<file path="src/rtl/ave8_stream_ctrl.sv">
// rtl/ave8_stream_ctrl.sv - 8-tap moving-average stream controller with running sum
module ave8_stream_ctrl #(
   parameter int DATA_W       = 8,
   parameter bit EMIT_PARTIAL = 1'b1
) (
   input  logic              CLOCK,
   input  logic              RESET,
   input  logic              clear,
   input  logic              in_valid,
   input  logic [DATA_W-1:0] in_data,
   output logic              in_ready,
   output logic              avg_valid,
   output logic [DATA_W-1:0] avg_data,
   input  logic              avg_ready,
   output logic [3:0]        fill_cnt,
   output logic              window_full
);

   localparam int SUM_W = DATA_W + 3;

   typedef enum logic [1:0] {
      IDLE = 2'd0,
      UPD  = 2'd1,
      OUT  = 2'd2
   } state_t;

   state_t            state;
   logic [DATA_W-1:0] win_buf [8];
   logic [2:0]        wptr;
   logic [SUM_W-1:0]  sum;
   logic [DATA_W-1:0] sample;
   logic [SUM_W-1:0]  sum_next;
   logic [3:0]        fill_next;

   // Accept only in IDLE; reset and clear block acceptance in the same cycle.
   assign in_ready = (state == IDLE) && !RESET && !clear;

   // Running sum: add the newest sample, drop the one it overwrites. The
   // intermediate may wrap past SUM_W bits, but the final value always fits.
   always_comb begin
      sum_next  = sum + SUM_W'(sample) - SUM_W'(win_buf[wptr]);
      fill_next = (fill_cnt == 4'd8) ? 4'd8 : fill_cnt + 4'd1;
   end

   // Sequencing FSM with window storage and registered result outputs.
   always_ff @(posedge CLOCK) begin
      if (RESET || clear) begin
         state       <= IDLE;
         wptr        <= 3'd0;
         sum         <= '0;
         sample      <= '0;
         fill_cnt    <= 4'd0;
         window_full <= 1'b0;
         avg_valid   <= 1'b0;
         avg_data    <= '0;
         for (int i = 0; i < 8; i++) begin
            win_buf[i] <= '0;
         end
      end else begin
         case (state)
            IDLE: begin
               if (in_valid) begin
                  sample <= in_data;
                  state  <= UPD;
               end
            end
            UPD: begin
               win_buf[wptr] <= sample;
               sum           <= sum_next;
               wptr          <= wptr + 3'd1;
               fill_cnt      <= fill_next;
               window_full   <= (fill_next == 4'd8);
               avg_data      <= sum_next[SUM_W-1:3];
               if (EMIT_PARTIAL || (fill_next == 4'd8)) begin
                  avg_valid <= 1'b1;
                  state     <= OUT;
               end else begin
                  state <= IDLE;
               end
            end
            OUT: begin
               if (avg_ready) begin
                  avg_valid <= 1'b0;
                  state     <= IDLE;
               end
            end
            default: begin
               state     <= IDLE;
               avg_valid <= 1'b0;
            end
         endcase
      end
   end

endmodule

</file>
<file path="config.mk">
export PLATFORM = sky130hd
export DESIGN_NAME = ave8_stream_ctrl
export DESIGN_NICKNAME = d
export VERILOG_FILES = /design/src/rtl/ave8_stream_ctrl.sv
export SDC_FILE = /design/constraint.sdc
export NUM_CORES = 1
export LEC_CHECK = 0
export ABC_AREA = 1
export CAP_MARGIN = 30
export CORE_MARGIN = 8
export CORE_UTILIZATION = 64
export CTS_BUF_LIST = sky130_fd_sc_hd__clkbuf_16
export DETAILED_ROUTE_END_ITERATION = 6
export PLACE_DENSITY = 0.95
export SYNTH_ARGS = -nofsm -noshare
export SYNTH_HDL_FRONTEND = slang
export SYNTH_SLANG_ARGS = --single-unit
</file>
<file path="constraint.sdc">
create_clock -name CLOCK -period 7.1 [get_ports CLOCK]
set_input_delay 1.42 -clock CLOCK [delete_from_list [all_inputs] [get_ports CLOCK]]
set_output_delay 1.42 -clock CLOCK [all_outputs]
set_load 0.03 [all_outputs]
</file>
After elaboration in Yosys (flattened, before gate mapping)
Memory sizes are Yosys's and may differ from the RTL's. A register that Yosys moved wholly into a read port is not among the register bits.
Cells that the tools add are included.

storage, ports and cells
  register bits after elaboration = 38
  bits in writable memories = 64
  input bits = 13
  output and inout bits = 15
  logic and storage cells = 46
  memories kept = 1

memories
  name     depth  width  rd ports  clocked after memory_dff  wr ports  RTL line  text
  win_buf  8      8      1         1                         8         28        logic [DATA_W-1:0] win_buf [8];

operators by class
  add/sub/neg operators = 4
  equality and inequality tests = 6
  mux-type cells = 16
  bitwise logic cells = 1
  reduce and logical (&&, ||, !) cells = 10

operator list
  kind                                                                   number
  11-bit by 8-bit adder with 11-bit output                               1
  11-bit by 8-bit subtractor with 11-bit output                          1
  3-bit 2-to-1 mux                                                       3
  4-bit equality test, second input constant                             2
  8-bit 2-to-1 mux                                                       1
  8-bit OR reduction                                                     1
  1-bit 2-to-1 mux                                                       7
  2-bit case mux with 3 select lines                                     1
  2-bit AND reduction                                                    3
  4-bit by 1-bit adder with 4-bit output, second input constant          1
  2-bit 2-to-1 mux                                                       2
  4-bit 2-to-1 mux                                                       1
  2-bit != test, second input constant                                   2
  3-bit by 1-bit adder with 3-bit output, second input constant          1
  1-bit case mux with 3 select lines                                     1
  2-bit by 1-bit equality test with 1-bit output, second input constant  1
  2-bit equality test, second input constant                             1
  1-bit logical AND                                                      2
  1-bit logical NOT                                                      2
  2-bit logical NOT                                                      1
  1-bit logical OR                                                       1
  1-bit inverter                                                         1

Depth between registers and ports, before layout
Gate-level depths: netlist of the first run.

  depth in word-level cells = 6
  depth in mapped cells = 19
  depth with buffers taken out = 18

Worst setup path before layout of the first run
No wires, ideal clock.

  path type = input -> output
  start = in clear
  end = out in_ready
  data arrival time = 2.480 ns
  required time = 5.680 ns
  path slack = 3.200 ns
  stages on the path = 4
  buffers on the path = 1
  cell sequence = nor2_2 inv_1 clkbuf_1 nor3_1

on the way
  cells in the longest elaborated chain, start to end = 2

RTL lines
  element            RTL line  text
  start, declared    8         input logic clear,
  1-bit logical NOT  36        assign in_ready = (state == IDLE) && !RESET && !clear;
  1-bit logical AND  36
  end, declared      11        output logic in_ready,

Every way passes these cells.

Final worst setup path of the first run
Same ends and word-level chain as after synthesis.

==> out/metrics.cfg, run 1 <==
[timing]
rsz0062_at_grt = false
slew_headroom_pct = 32.2
max_slew.worst_pin.slew_ns = 1.02
fmax_mhz = 207
finalSetupTns_ns = 0
fin_crit_ns = 4.83
hold_viol = 0
finalClockSkew_ns = 0.0107
setup-violations-final = 0
drv_slew = 0
fin_crit_sh_pct = 68.0

[global_routing]
antenna_found_initial = 0
first_global_vias = 3920
overflow = 0
grt_use_total_pct = 21.2
grt_first_pass_wirelength_mm = 18.4
grt_max_degree = 34

[drt]
wl_per_cell_um = 16.7
num_vias = 3938
firstDrtPassIters = 6
ant_nets = 0
routed_via_density = 5.83
drc = 0
wirelength_mm = 11.3
first_iter_violations = 391

[status]
status = finished, final reports clean

[critical_path]
cp-endpoint = in_ready
required_ns = 5.68
crit_path_start = clear
r2r_end = avg_data[7]
critPathArrivalTime_ns = 3.41
path_class = primary input to primary output
cp_common_cell = clkdlybuf4s50_1
max_stage_delay_ns = 0.70
path_delay_family = buffers and inverters
path_buf_inv = 4
start_kind = primary input
reg2reg_slack_ns = 3.42
cpMaxStageDelayCell = clkdlybuf4s50_1
worstPathCellList = clkdlybuf4s50_1 -> nor2_2 -> buf_4 -> inv_1 -> nor3_1 -> clkdlybuf4s50_1
end_kind = primary output
crit_fanout = 30
reg2reg_depth = 17
crit_cells = 6

[finish]
final-seq-area_um2 = 2580
fill_cells = 503
finalNonFillerCells = 676
multiInputGateArea_um2 = 1940
drive_above_1_share_pct = 7.14
design_area_um2 = 5460
fin_nets = 604
diodes = 0
syn_to_final_growth_pct = 11.1

[clock_tree]
clk_latency_ns = 0.34
cts_htree_levels = 3
cts-root-buf = clkbuf_16
cts_hold_buf = 0
clock_path_buffers = 2
post_cts.repair.setup_buffers = 0
cts_buffers = 9
post_cts_resize_count = 0
cts_tree = built
cts_sinks = 97
clk_pin_slew_worst_paths_ns = 0.07

[floorplan]
ios = 28
dieArea_um2 = 10700
rows = 32
die_h_um = 104
initial_core_util_pct = 65.0
coreArea_um2 = 7570
die_w_um = 104

[pwr]
p_leak_nw = 2.27
power_mw = 1.26
ir_drop_mv = 0.201
power_density_nw_per_um2 = 230

[synthesis]
seq_area_frac_synth_pct = 52.5
synth_cell_types = 35
ys_warn_count = 0
avgSynthCellArea_um2 = 8.86
syn_inst = 555
synthArstFlopShare_pct = 0
syn-num-nets = 590
synth-edff-count = 64
ys_ff_latch = 97
synth_flop_cell = edfxtp_1
synth_area_leaders = edfxtp_1 39%, dfxtp_1 13%, nor2_1 10%, nand2_1 6.1%, inv_1 4.2%
synth_top_area_cell = edfxtp_1
synth_top_area_share_pct = 39.1
netlist_area_um2 = 4920

[place]
postPlaceCellArea_um2 = 5180
gp_congestion = 0.877
io_buffers = 27
dp.cells = 660
dp_hpwl_mm = 7.52

[min_path]
holdCritPathClass = flip-flop to flip-flop

[job]
drv_cap = 0

## final cells by class
| cell class | instances | area share [%] |
|---|---|---|
| sequential | 97 | 47.3 |
| clock buffer | 9 | 4.12 |
| multi-input combinational | 368 | 35.5 |
| tap | 102 | 2.34 |
| inverter | 64 | 4.40 |
| clock inverter | 7 | 1.10 |
| timing repair buffer | 29 | 5.22 |
## through the flow
step	hold WS (ns)	util [%]	setup WS, ns
after global placement	0.459	68.4	2.30
after global routing	0.491	72.2	2.15
after floorplan	0.454	-	3.20
final	0.475	72.2	2.27
after detailed placement	0.463	68.4	2.28
after CTS	0.476	72.2	2.28
## cells by family (layout without fill, tap and decap cells)
group,Yosys count,in the layout,share of synthesized area [%]
compound gates,89,89,10.5
xor+xnor,5,5,0.891
fa+ha+maj,22,22,6.82
buf+inv,90,109,8.02
flops,97,97,52.5
simple gates,252,252,21.2
## metal layers
layer,track usage [%],up-vias,share of wire [%]
li1,-,1852,-
met1,23.8,1828,37
met2,37.7,219,51
met3,4.03,39,8.2
met4,10.1,0,3.3
met5,0,-,0
## tightest hold or removal path, stage by stage (launching register included)
cell and delay, ns:
dfxtp_1 0.32, nand2_1 0.06, a21oi_1 0.05
## flip-flops by register name (all words and copies together), names as in the netlist, named ones only
name         flops
win_buf         64
avg_data         8
sample           8
fill_cnt         4
sum              3
wptr             3
state            2
avg_valid        1
window_full      1
## worst min path at each step
stage / start / end / slack [ns] / depth (start not counted)
floorplan: state[1] / avg_valid / 0.45 / 1
global placement: window_full / window_full / 0.46 / 2
detailed placement: window_full / window_full / 0.46 / 2
CTS: window_full / window_full / 0.48 / 2
global route: window_full / window_full / 0.49 / 2
finish: window_full / window_full / 0.47 / 2
## cell usage in the layout (no fill, tap or decap), drive strengths merged
cell type	instances
nor3	3
o21ai	41
or3	1
inv	67
clkinvlp	1
a21oi	27
dfxtp	33
o32ai	15
or2	3
xor2	3
o211a	1
nand2	89
nor2	134
clkbuf	9
xnor2	2
clkinv	3
clkdlybuf4s50	27
and2	1
fa	8
a21o	2
edfxtp	64
a31oi	2
o211ai	1
buf	2
ha	14
nand4	2
nand3	19
## where the power goes
part | total, mW | switching (mW) | internal (mW)
clock | 0.469 | 0.224 | 0.245
sequential | 0.628 | 0.00884 | 0.619
combinational | 0.158 | 0.102 | 0.0564
## cells in the mapped netlist, drive strengths merged, types with 2 or more instances
library cell / instances
o21ai: 41
fa: 8
nor2: 134
ha: 14
xnor2: 2
buf: 20
clkbuf: 6
a21o: 2
or2: 3
a21oi: 27
dfxtp: 33
inv: 63
edfxtp: 64
nand2: 89
nor3: 3
nand3: 19
a31oi: 2
nand4: 2
o32ai: 15
xor2: 3
Power figures use the tool's default switching activity.
==> run 2: changes to the inputs <==
- CORE_UTILIZATION: 64 -> 54
- PLACE_DENSITY: 0.95 -> 0.86
- clock period: 7.1 -> 4.1 ns (I/O delays scaled with it)
==> out/metrics.cfg, run 2 (same netlist as run 1, synthesis figures left out) <==
[clock_tree]
cts_htree_levels = 3  ; unchanged
cts_buffers = 9  ; unchanged
cts-root-buf = clkbuf_16
cts_hold_buf = 0  ; unchanged
post_cts.repair.setup_buffers = 0  ; unchanged
clock_path_buffers = 2  ; unchanged
cts_sinks = 97  ; unchanged
clk_pin_slew_worst_paths_ns = 0.07  ; about the same
post_cts_resize_count = 0  ; unchanged
clk_latency_ns = 0.35  ; about the same
cts_tree = built

[status]
status = finished, final reports clean

[timing]
rsz0062_at_grt = false
slew_headroom_pct = 35.0  ; +2.8 points
drv_slew = 0  ; unchanged
layout_setup_ws_ns = 0.648  ; -1.62 ns
hold_viol = 0  ; unchanged
finalSetupTns_ns = 0  ; unchanged
fin_crit_sh_pct = 84.2
max_slew.worst_pin.slew_ns = 0.974  ; -0.0422 ns
setup-violations-final = 0  ; unchanged
finalClockSkew_ns = 0.0107  ; +0.0000229 ns
fin_crit_ns = 3.45
fmax_mhz = 290

[critical_path]
r2r_end = avg_data[4]
worstPathCellList = o21ai_0 -> o32ai_1 -> nand2_1 -> nand2_1 -> fa_1 -> inv_1 -> ha_1 -> a21oi_1 -> nor2_1 -> nor2_1 -> a21oi_1 -> o21ai_0 -> inv_1
required_ns = 4.34  ; -1.34 ns
crit_fanout = 32  ; +6.7%
start_kind = flip-flop
cpMaxStageDelayCell = dfxtp_1
reg2reg_depth = 13  ; -4
max_stage_delay_ns = 0.96  ; +0.26 ns
path_delay_family = compound AO/OA/AOI/OAI gates
path_buf_inv = 2  ; -2
crit_cells = 13  ; +7
path_class = flip-flop to flip-flop
end_kind = flip-flop
reg2reg_slack_ns = 0.65  ; -2.77 ns
critPathArrivalTime_ns = 3.69  ; +0.28 ns

[finish]
finalNonFillerCells = 686  ; +1.5%
final_cell_mix = 132 x nor2_1, 80 x nand2_1, 64 x edfxtp_1, 55 x inv_1, 41 x o21ai_0
layout_commonest_cell = nor2_1
diodes = 0  ; unchanged
syn_to_final_growth_pct = 11.5
regMostFlops = win_buf
drive_above_1_share_pct = 7.65  ; +0.51 points
fin_nets = 605  ; +0.17%
largest_reg_flops = 64  ; unchanged
reg_top3 = win_buf (64), avg_data (8), sample (8)

[global_routing]
antenna_found_initial = 0  ; unchanged
grt_max_degree = 33  ; -2.9%
grt_use_total_pct = 18.1  ; -3.0 points
overflow = 0  ; unchanged
first_global_vias = 3757  ; -4.2%
grt_first_pass_wirelength_mm = 18.2  ; -1.4%

[floorplan]
coreArea_um2 = 9020  ; +19%
initial_core_util_pct = 54.5  ; -10 points
die_h_um = 111  ; +7.5%
rows = 35  ; +9.4%
ios = 28  ; unchanged
dieArea_um2 = 12400  ; +16%
die_w_um = 111  ; +7.5%

[drt]
routed_via_density = 5.67  ; -2.6%
wirelength_mm = 11.3  ; about the same
num_vias = 3891  ; -1.2%
firstDrtPassIters = 6  ; unchanged
ant_nets = 0  ; unchanged
wl_per_cell_um = 16.5  ; -1.4%
drc = 0  ; unchanged
first_iter_violations = 338  ; -14%

[place]
dp.cells = 670  ; +1.5%
pre_cts_ws_ns = 0.785  ; -1.50 ns
gp_congestion = 0.893  ; +1.9%
io_buffers = 27  ; unchanged
dp_hpwl_mm = 7.94  ; +5.6%

[min_path]
min_to = window_full
holdCritPathClass = flip-flop to flip-flop
holdPathStages = 2  ; unchanged
hold_start = window_full

[job]
drv_cap = 0  ; unchanged

[pwr]
power_density_nw_per_um2 = 396  ; +72%
ir_drop_mv = 0.256  ; +27%
p_leak_nw = 2.27  ; +0.20%

==> run 2: worst max path at each step <==
stage | from | end | slack, ns
after floorplan | clear | in_ready | 1.40
after global placement | flip-flop | avg_data[4] | 0.92
after detailed placement | flip-flop | avg_data[4] | 0.78
after CTS | flip-flop | avg_data[4] | 0.74
after global routing | flip-flop | avg_data[4] | 0.39
final | flip-flop | avg_data[4] | 0.65
==> run 2: report_power, final <==
group | leakage (nW) | total [mW] | internal (mW) | switching, mW
clock network | 0.137 | 0.807 | 0.423 | 0.384
logic | 1.16 | 0.277 | 0.0972 | 0.180
registers | 0.981 | 1.09 | 1.07 | 0.0168
==> run 2: layer usage <==
metal	share of wire [%]	wire length (um)	global-route usage [%]	vias to the layer above
li1	-	-	-	1849
met1	39	4450	21.2	1838
met2	50	5650	31.6	186
met3	8.6	969	3.66	18
met4	2.1	233	7.20	0
met5	0	0	0	-
==> run 2: layout make-up <==
class	instances	area, um^2
Multi-Input combinational cell	368	1940
Tap cell	111	139
Inverter	64	240
Clock inverter	7	65.1
Clock buffer	9	225
Fill cell	725	3540
Sequential cell	97	2580
Timing Repair Buffer	30	290
==> run 2: worst min-delay path, stage by stage (launching register included) <==
cell and delay (ns):
dfxtp_1 0.32, nand2_1 0.06, a21oi_1 0.06
==> run 2: metrics by stage <==
step	power (mW)	utilization [%]	hold WS, ns	area, um^2
5_1_grt	2.24	60.8	0.494	5480
3_3_place_gp	1.37	57.6	0.464	5190
4_1_cts	2.17	60.8	0.477	5480
3_5_place_dp	1.38	57.6	0.463	5190
2_1_floorplan	1.31	-	0.454	4920
6_report	2.17	60.8	0.480	5480
